### src/rtl/abacus_counter_bank.sv
// abacus_counter_bank: Wishbone-mapped bank of NUM_COUNTERS event counters, COUNTER_WIDTH bits each.
// Latency: wb_ack and wb_dat_o are registered, one cycle after cyc&stb; counters update on the edge that samples event_inc.
// Backpressure: none. Every strobe is acked once; counter words are read-only; unmapped words read 0.
//
// Ports:
//   clk, rst             clock, synchronous active-high reset
//   event_inc            one increment request per counter per cycle
//   wb_cyc/stb/we/adr    Wishbone slave request (byte address, bits [1:0] ignored)
//   wb_dat_i / wb_dat_o  write data / registered read data (0 on non-read cycles)
//   wb_ack               single-cycle acknowledge
//   ovf_any              registered OR of the sticky overflow flags
//
// Optional build macro ABACUS_COUNTER_SNAPSHOT_EN: adds shadow registers loaded by the CTRL
// snapshot pulse; counter-word reads then return the shadow copy instead of the live counter.
module abacus_counter_bank #(
   parameter int          NUM_COUNTERS  = 16,
   parameter int          COUNTER_WIDTH = 48,
   parameter logic [31:0] BASE_ADDR     = 32'hf0030000,
   parameter bit          SATURATE      = 1'b0
) (
   input  logic                    clk,
   input  logic                    rst,
   input  logic [NUM_COUNTERS-1:0] event_inc,
   input  logic                    wb_cyc,
   input  logic                    wb_stb,
   input  logic                    wb_we,
   input  logic [31:0]             wb_adr,
   input  logic [31:0]             wb_dat_i,
   output logic [31:0]             wb_dat_o,
   output logic                    wb_ack,
   output logic                    ovf_any
);

   localparam int N  = NUM_COUNTERS;
   localparam int CW = COUNTER_WIDTH;

   logic                 ack_q, ack_d;
   logic [31:0]          dat_q, dat_d;
   logic                 ovf_any_q, ovf_any_d;
   logic                 ctrl_en_q, ctrl_en_d;
   logic                 ctrl_frz_q, ctrl_frz_d;
   logic [N-1:0]         chan_en_q, chan_en_d;
   logic [N-1:0]         ovf_q, ovf_d;
   logic [CW-1:0]        cnt_q [N];
   logic [CW-1:0]        cnt_d [N];
   logic [CW-1:0]        rd_src [N];

   // Request decode. The 4 KiB window is matched on the upper address bits only.
   logic                 access, in_win, wr, rd;
   logic [9:0]           word;
   logic                 wr_ctrl, wr_chan, wr_ovf;
   logic                 clr_all, snap_pulse;
   logic [N-1:0]         inc, ovf_set;

   assign access     = wb_cyc & wb_stb & ~ack_q;
   assign in_win     = (wb_adr[31:12] == BASE_ADDR[31:12]);
   assign word       = wb_adr[11:2];
   assign wr         = access & wb_we & in_win;
   assign rd         = access & ~wb_we;
   assign wr_ctrl    = wr & (word == 10'd0);
   assign wr_chan    = wr & (word == 10'd1);
   assign wr_ovf     = wr & (word == 10'd2);
   assign clr_all    = wr_ctrl & wb_dat_i[3];
   assign snap_pulse = wr_ctrl & wb_dat_i[2];

   // Qualifiers come from the registered control state, so a control write
   // in the same cycle as an event does not affect that event.
   assign inc = event_inc & chan_en_q & {N{ctrl_en_q & ~ctrl_frz_q}};

   always_comb begin
      ovf_set = '0;
      for (int i = 0; i < N; i++) begin
         cnt_d[i] = cnt_q[i];
         if (clr_all) begin
            // Clear-all beats a coincident increment and suppresses its overflow.
            cnt_d[i] = '0;
         end else if (inc[i]) begin
            if (&cnt_q[i]) begin
               ovf_set[i] = 1'b1;
               cnt_d[i]   = SATURATE ? cnt_q[i] : '0;
            end else begin
               cnt_d[i] = cnt_q[i] + CW'(1);
            end
         end
      end
   end

   // W1C clear is applied before the new set so a coincident overflow survives.
   assign ovf_d      = (ovf_q & ~(wr_ovf ? wb_dat_i[N-1:0] : '0)) | ovf_set;
   assign ovf_any_d  = |ovf_d;
   assign chan_en_d  = wr_chan ? wb_dat_i[N-1:0] : chan_en_q;
   assign ctrl_en_d  = wr_ctrl ? wb_dat_i[0] : ctrl_en_q;
   assign ctrl_frz_d = wr_ctrl ? wb_dat_i[1] : ctrl_frz_q;
   assign ack_d      = wb_cyc & wb_stb & ~ack_q;

`ifdef ABACUS_COUNTER_SNAPSHOT_EN
   logic [CW-1:0] snap_q [N];

   // The copy takes cnt_q, i.e. the value before this cycle's increment.
   always_ff @(posedge clk) begin
      if (rst || clr_all) begin
         for (int i = 0; i < N; i++) snap_q[i] <= '0;
      end else if (snap_pulse) begin
         snap_q <= cnt_q;
      end
   end
   assign rd_src = snap_q;
`else
   assign rd_src = cnt_q;
`endif

   // Read mux. Counter words live at byte offsets 0x100..0x1FF: word[5:1] is the
   // channel, word[0] selects the upper half. Channels >= N never match and read 0.
   logic [CW-1:0] src;
   logic [63:0]   ext;
   logic [31:0]   rdata;

   always_comb begin
      src = '0;
      for (int i = 0; i < N; i++) begin
         if (word[5:1] == 5'(i)) src = rd_src[i];
      end
      ext   = 64'(src);
      rdata = '0;
      if (in_win) begin
         if (word == 10'd0)           rdata = {30'd0, ctrl_frz_q, ctrl_en_q};
         else if (word == 10'd1)      rdata = 32'(chan_en_q);
         else if (word == 10'd2)      rdata = 32'(ovf_q);
         else if (word[9:6] == 4'h1)  rdata = word[0] ? ext[63:32] : ext[31:0];
      end
      dat_d = rd ? rdata : 32'd0;
   end

   always_ff @(posedge clk) begin
      if (rst) begin
         ack_q      <= 1'b0;
         dat_q      <= '0;
         ovf_any_q  <= 1'b0;
         ctrl_en_q  <= 1'b0;
         ctrl_frz_q <= 1'b0;
         chan_en_q  <= '0;
         ovf_q      <= '0;
         for (int i = 0; i < N; i++) cnt_q[i] <= '0;
      end else begin
         ack_q      <= ack_d;
         dat_q      <= dat_d;
         ovf_any_q  <= ovf_any_d;
         ctrl_en_q  <= ctrl_en_d;
         ctrl_frz_q <= ctrl_frz_d;
         chan_en_q  <= chan_en_d;
         ovf_q      <= ovf_d;
         cnt_q      <= cnt_d;
      end
   end

   assign wb_ack   = ack_q;
   assign wb_dat_o = dat_q;
   assign ovf_any  = ovf_any_q;

   // Low address bits, unused data bits and (without shadows) the snapshot pulse.
   logic unused_ok;
   assign unused_ok = ^{wb_adr[1:0], wb_dat_i, snap_pulse};

endmodule

### config.mk
export PLATFORM = sky130hd
export DESIGN_NAME = abacus_counter_bank
export DESIGN_NICKNAME = d
export VERILOG_FILES = /design/src/rtl/abacus_counter_bank.sv
export SDC_FILE = /design/constraint.sdc
export NUM_CORES = 2
export LEC_CHECK = 0
export ABC_AREA = 1
export BUFFER_PORTS_ARGS = -buffer_cell sky130_fd_sc_hd__buf_2
export CAP_MARGIN = 0
export CELL_PAD_IN_SITES_DETAIL_PLACEMENT = 0
export CELL_PAD_IN_SITES_GLOBAL_PLACEMENT = 1
export CORE_UTILIZATION = 38
export CTS_CLUSTER_DIAMETER = 150
export CTS_CLUSTER_SIZE = 8
export DETAILED_ROUTE_END_ITERATION = 8
export PLACE_DENSITY = 0.71
export SYNTH_ARGS = -nofsm -noshare
export SYNTH_HDL_FRONTEND = slang
export SYNTH_SLANG_ARGS = --single-unit
### constraint.sdc
create_clock -name clk -period 2.25 [get_ports clk]
set_input_delay 0.45 -clock clk [delete_from_list [all_inputs] [get_ports clk]]
set_output_delay 0.45 -clock clk [all_outputs]
set_load 0.01 [all_outputs]
== Word level (Yosys, flattened, before mapping) ==
Cells that the tools add are included.
Operators by class
  add/sub/neg operators: 16
  eq/ne operators: 19
  multiplexer cells: 86
  bitwise operators: 21
  reduce and logical (&&, ||, !) cells: 23
Operator list (count)
  $mux W48: 32
  $add A48 B1 Y48 const B: 16
  $reduce_and A48 Y1: 16
  $mux W16: 5
  $and A16 B16 Y16: 3
  $mux W1: 48
  $eq A5 B4 Y1 const B: 8
  $eq A20 B20 Y1 const B: 1
  $eq A5 B3 Y1 const B: 4
  $not A16 Y16: 1
  $or A16 B16 Y16: 1
  $reduce_or A16 Y1: 1
  $and A1 B1 Y1: 10
  $eq A10 B1 Y1 const B: 1
  $eq A10 B2 Y1 const B: 1
  $eq A5 B2 Y1 const B: 2
  $logic_not A10 Y1: 1
  $reduce_or A8 Y1: 1
  $not A1 Y1: 6
  $eq A5 B1 Y1 const B: 1
  $logic_not A5 Y1: 1
  $eq A4 B1 Y1 const B: 1
  $reduce_or A4 Y1: 1
  $reduce_or A3 Y1: 1
  2 further kinds: 2
Storage, ports and cells
  bits in registers: 836
  input port bits: 85
  output and inout bits: 34
  logic and storage cells: 190

== Longest topological paths before layout ==
  word-level depth: 22
  mapped depth: 19
  mapped depth without buffers: 18

== Worst setup path after synthesis ==
No wires, ideal clock.
  path kind: reg-to-reg
  start point: register cnt_q[577] in the netlist's numbering
  end point: register cnt_q[579] in the netlist's numbering
  setup time: 0.124 ns
  arrival time: 2.267 ns
  required time: 2.126 ns
  path slack: -0.141 ns
  stages on the path, launching flop included: 14
  path buffers: 1
  clock period less this slack: 2.391 ns
  cell sequence: dfxtp_1 > ha_1 > nand2_1 > nor3_1 > nand3_1 > nor2_1 > nand2_1 > nor2_2 > nand3_1 > nor3_1 > nand4_1 > o21ai_2 > buf_2 > nor3_1
On the way
  longest elaborated chain between the ends: 2
  elaborated cells between the ends (all ways): 3
  those cells by class: add/sub: 1; mux: 1; reduce/logical: 1
RTL lines
  from (decl): line 44  | logic [CW-1:0] cnt_q [N];
  from (signal assigned): line 152  | cnt_q <= cnt_d;
  $add A48 B1 Y48 / $reduce_and A48 Y1 (equally long branches): line 82, 78
  $mux W48 (*): line 78  | if (&cnt_q[i]) begin
Mark *: on every way between the ends. The rest lies on a longest branch, timed or not.
A chain may end at the register's enable or synchronous reset.

== Worst setup path after layout ==
  start point: register ctrl_en_q
  end point: register cnt_q[375] in the netlist's numbering
On the way
  longest elaborated chain between the ends: 2
RTL lines
  from (decl): line 40  | logic ctrl_en_q, ctrl_en_d;
  from (signal assigned): line 148  | ctrl_en_q <= ctrl_en_d;
  $and A1 B1 Y1: line 68  | assign inc = event_inc & chan_en_q & {N{ctrl_en_q & ~ctrl_frz_q}};
  $and A16 B16 Y16: line 68
Every way passes these cells.

==> results.md <==
- Pleak: 30.20 nW
- Async S/R FF share, synth: 0
- Wire length per cell after detailed routing: 21.39 um
- Total power draw: 32.72 mW
- Tcrit/Tclk final: 1.171
- Final cell count without fillers: 11,670
- Crit end category: flop
- Fill cells: 12,480
- Slew Viols, Final: 0
- Clock Path Buffers: 3
- End point of the critical path: cnt_q[375]
- Top cells by area, synth: dfxtp_1, nand2_1, nor2_1
- Via count: 60,990
- Register bit total from synthesis: 836
- Final wirelength: 249.7 mm
- CP Launch Type: flop
- GRT overflow: 0
- PwrDens: 427.8 nW/um^2
- Ports: 119
- Slew @ Worst Pin: 0.7367 ns
- Multi-input gate area: 31,800 um^2
- Nets: 10,040
- Max_cap viols: 0
- Global Route Usage Sum: 0.3647
- Dpl ws: -2.043 ns
- Clock root cell: clkbuf_16
- Vias per Instance: 5.225
- CP Max Fanout: 7
- Die ar.: 131,100 um^2
- ANT nets after route: 0
- Failing checks: setup timing
- Hold Crit Class: input port to flop
- Final WS setup: -0.3840 ns
- CTS Buf Count: 114
- Core Area: 128,200 um^2
- Clock Pin Slew Worst Setup and Hold Paths: 0.06 ns
- DP Area: 66,220 um^2
- Clk_skew: 0.03864 ns
- Sequential fraction of the synthesis area: 0.3396
- Die X-Extent: 362.1 um
- Post-synth top area share: 0.3396
- Max frequency: 0.3796 GHz
- FF-to-FF path depth: 17
- Syn. warnings: 0
- DRC: 0
- Reg-to-Reg End: cnt_q[375]
- Cells after Synth: 7,760
- Synth cell count leaders: nand2_1, nor2_1, inv_1, dfxtp_1, nor3_1
- Placer Congestion: 1.058
- # placed instances: 11,300
- Die height: 362.1 um
- Critical path class: flop to flop
- Area leader, netlist: dfxtp_1
- CP arrival: 3.23 ns
- Outcome: complete, but fails checks
- CTS Sinks: 836
- Setup-failing EPs final: 792
- Register-to-register setup slack: -0.38 ns
- CTS tree: done
- Yosys cell types: 66
- Count leader, synth: nand2_1
- Final Hold Viols: 0
- Final hold slack: 0.08000 ns
- Area grow syn2layout: 55.22%
- Critical path origin: ctrl_en_q
- DR iter-0 viols: 5,600
- Main synth FF type: dfxtp_1
- Req. time, crit path: 2.85 ns
- EDFF count, synth: 0
- IO buf count: 100
- Syn_nets: 7,861
- First-pass GRT wire length: 360.2 mm
- # rows: 131
- Pin count of the biggest net entering global routing: 33
- Post-layout minimum cycle time: 2.634 ns
- Sequential Area: 16,770 um^2
- Relative slew slack: 0.5043
- Starting Density: 0.3845
- Post-Route Setup TNS: -149.72 ns
- H-tree Lvls: 3
- Detailed Routing Iterations Pass 1: 6
- Peak supply drop: 0.5882 mV
- Avg Synthesized Cell Area: 6.350 um^2
- Mapped Area: 49,280 um^2
- Vias in the first global route: 57,680
- RSZ-0062 raised after global routing: yes
- DP Wirelength: 200.2 mm
- Layout Utilization: 0.5968
- FF-to-FF Start: ctrl_en_q
- Ratio of cells with drive above 1 in the final layout: 0.3295
- Hold_sp: wb_dat_i[1]
- Final Cell Area: 76,490 um^2
- Initial antenna violation count: 12
- Clock Latency Late Sink: 0.75 ns
-- sequential cells by signal, indices dropped and copies added, names as in the netlist --
register,count
cnt_q,768
wb_ack,1
chan_en_q,16
ovf_any,1
ctrl_frz_q,1
ovf_q,16
ctrl_en_q,1
wb_dat_o,32
-- cell type report --
cell class,count,share of cell area
multi-input combinational,5623,0.4157
tap,1729,0.02828
clock inverter,6,0.001260
clock buffer,116,0.03795
antenna,1,0.00003272
timing repair inverter,1,0.00009815
sequential,836,0.2193
inverter,1124,0.05598
timing repair buffer,2238,0.2414
-- logic make-up (layout without fill, tap and decap cells) --
| family | after synthesis | count (layout) | synth area share |
|---|---|---|---|
| and+or+nand+nor | 4610 | 4610 | 0.4209 |
| buffers and inverters | 1301 | 3485 | 0.1020 |
| DFF | 836 | 836 | 0.3396 |
| AOI/OAI and AO/OA | 646 | 646 | 0.07097 |
| xor gates and xnor gates | 351 | 351 | 0.06238 |
| adders and majority gates | 16 | 16 | 0.004062 |
| other | 0 | 1 | 0 |
-- worst min-delay path by stage --
stage / end / slack, ns / depth (start not counted)
floorplan: cnt_q[257] / 0.45 / 2
global placement: cnt_q[70] / 0.46 / 2
detailed placement: cnt_q[70] / 0.47 / 2
CTS: chan_en_q[7] / 0.03 / 3
global route: ctrl_en_q / 0.06 / 3
finish: chan_en_q[1] / 0.08 / 3
-- timing repair --
action	CTS	global route
gates cloned	13	11
buffers inserted	108	130
hold buffers	8	0
pin swaps	151	274
gates resized for setup	571	664
setup endpoints to repair	803	799
endpoints found under the hold margin	8	0
-- cells in the final DEF (no fill, tap or decap), types with 25 or more instances in the layout --
cell type / instances
nor4_2: 32
nand4_1: 293
nor3b_1: 66
buf_4: 1915
nand3_2: 60
nor4_1: 75
nor2_4: 116
xnor2_1: 70
nor4_4: 25
a21oi_2: 47
buf_6: 104
nand2_1: 1682
inv_2: 56
nand3_4: 51
dfxtp_1: 814
nand2_2: 67
inv_1: 1050
o21ai_0: 227
buf_12: 72
nor3_4: 36
or2_2: 34
nor3_1: 406
nor2_1: 1050
nor3_2: 84
clkbuf_16: 124
xor2_1: 271
nand3_1: 276
a21oi_1: 231
nor2_2: 138
buf_2: 96
nand2_4: 27
-- worst max-delay path, cell delays in order (launching register included) --
cell	delay, ns
dfxtp_2	0.33
inv_2	0.05
nor2_8	0.15
buf_12	0.17
buf_4	0.13
nand3_4	0.15
nor2_4	0.15
inv_2	0.06
nor2_4	0.12
inv_2	0.07
nor2_4	0.11
inv_2	0.06
nor3_4	0.22
nand3_2	0.18
nor3_4	0.25
nand3_2	0.10
o21ai_1	0.13
a21oi_1	0.04
-- power by group --
| group | leakage, nW | internal [mW] | switching, mW |
|---|---|---|---|
| Clock | 1.47 | 9.08 | 7.03 |
| Combinational | 22.0 | 0.728 | 1.08 |
| Sequential | 6.74 | 14.8 | 0.000331 |
-- metal layers --
metal  GRT usage  routed length [um]
met5           0                 103
met2      0.5878              112000
met1      0.4746              106200
met3     0.04986               16400
met4      0.1854               15020
No activity file was read; power rests on OpenSTA's default activity.
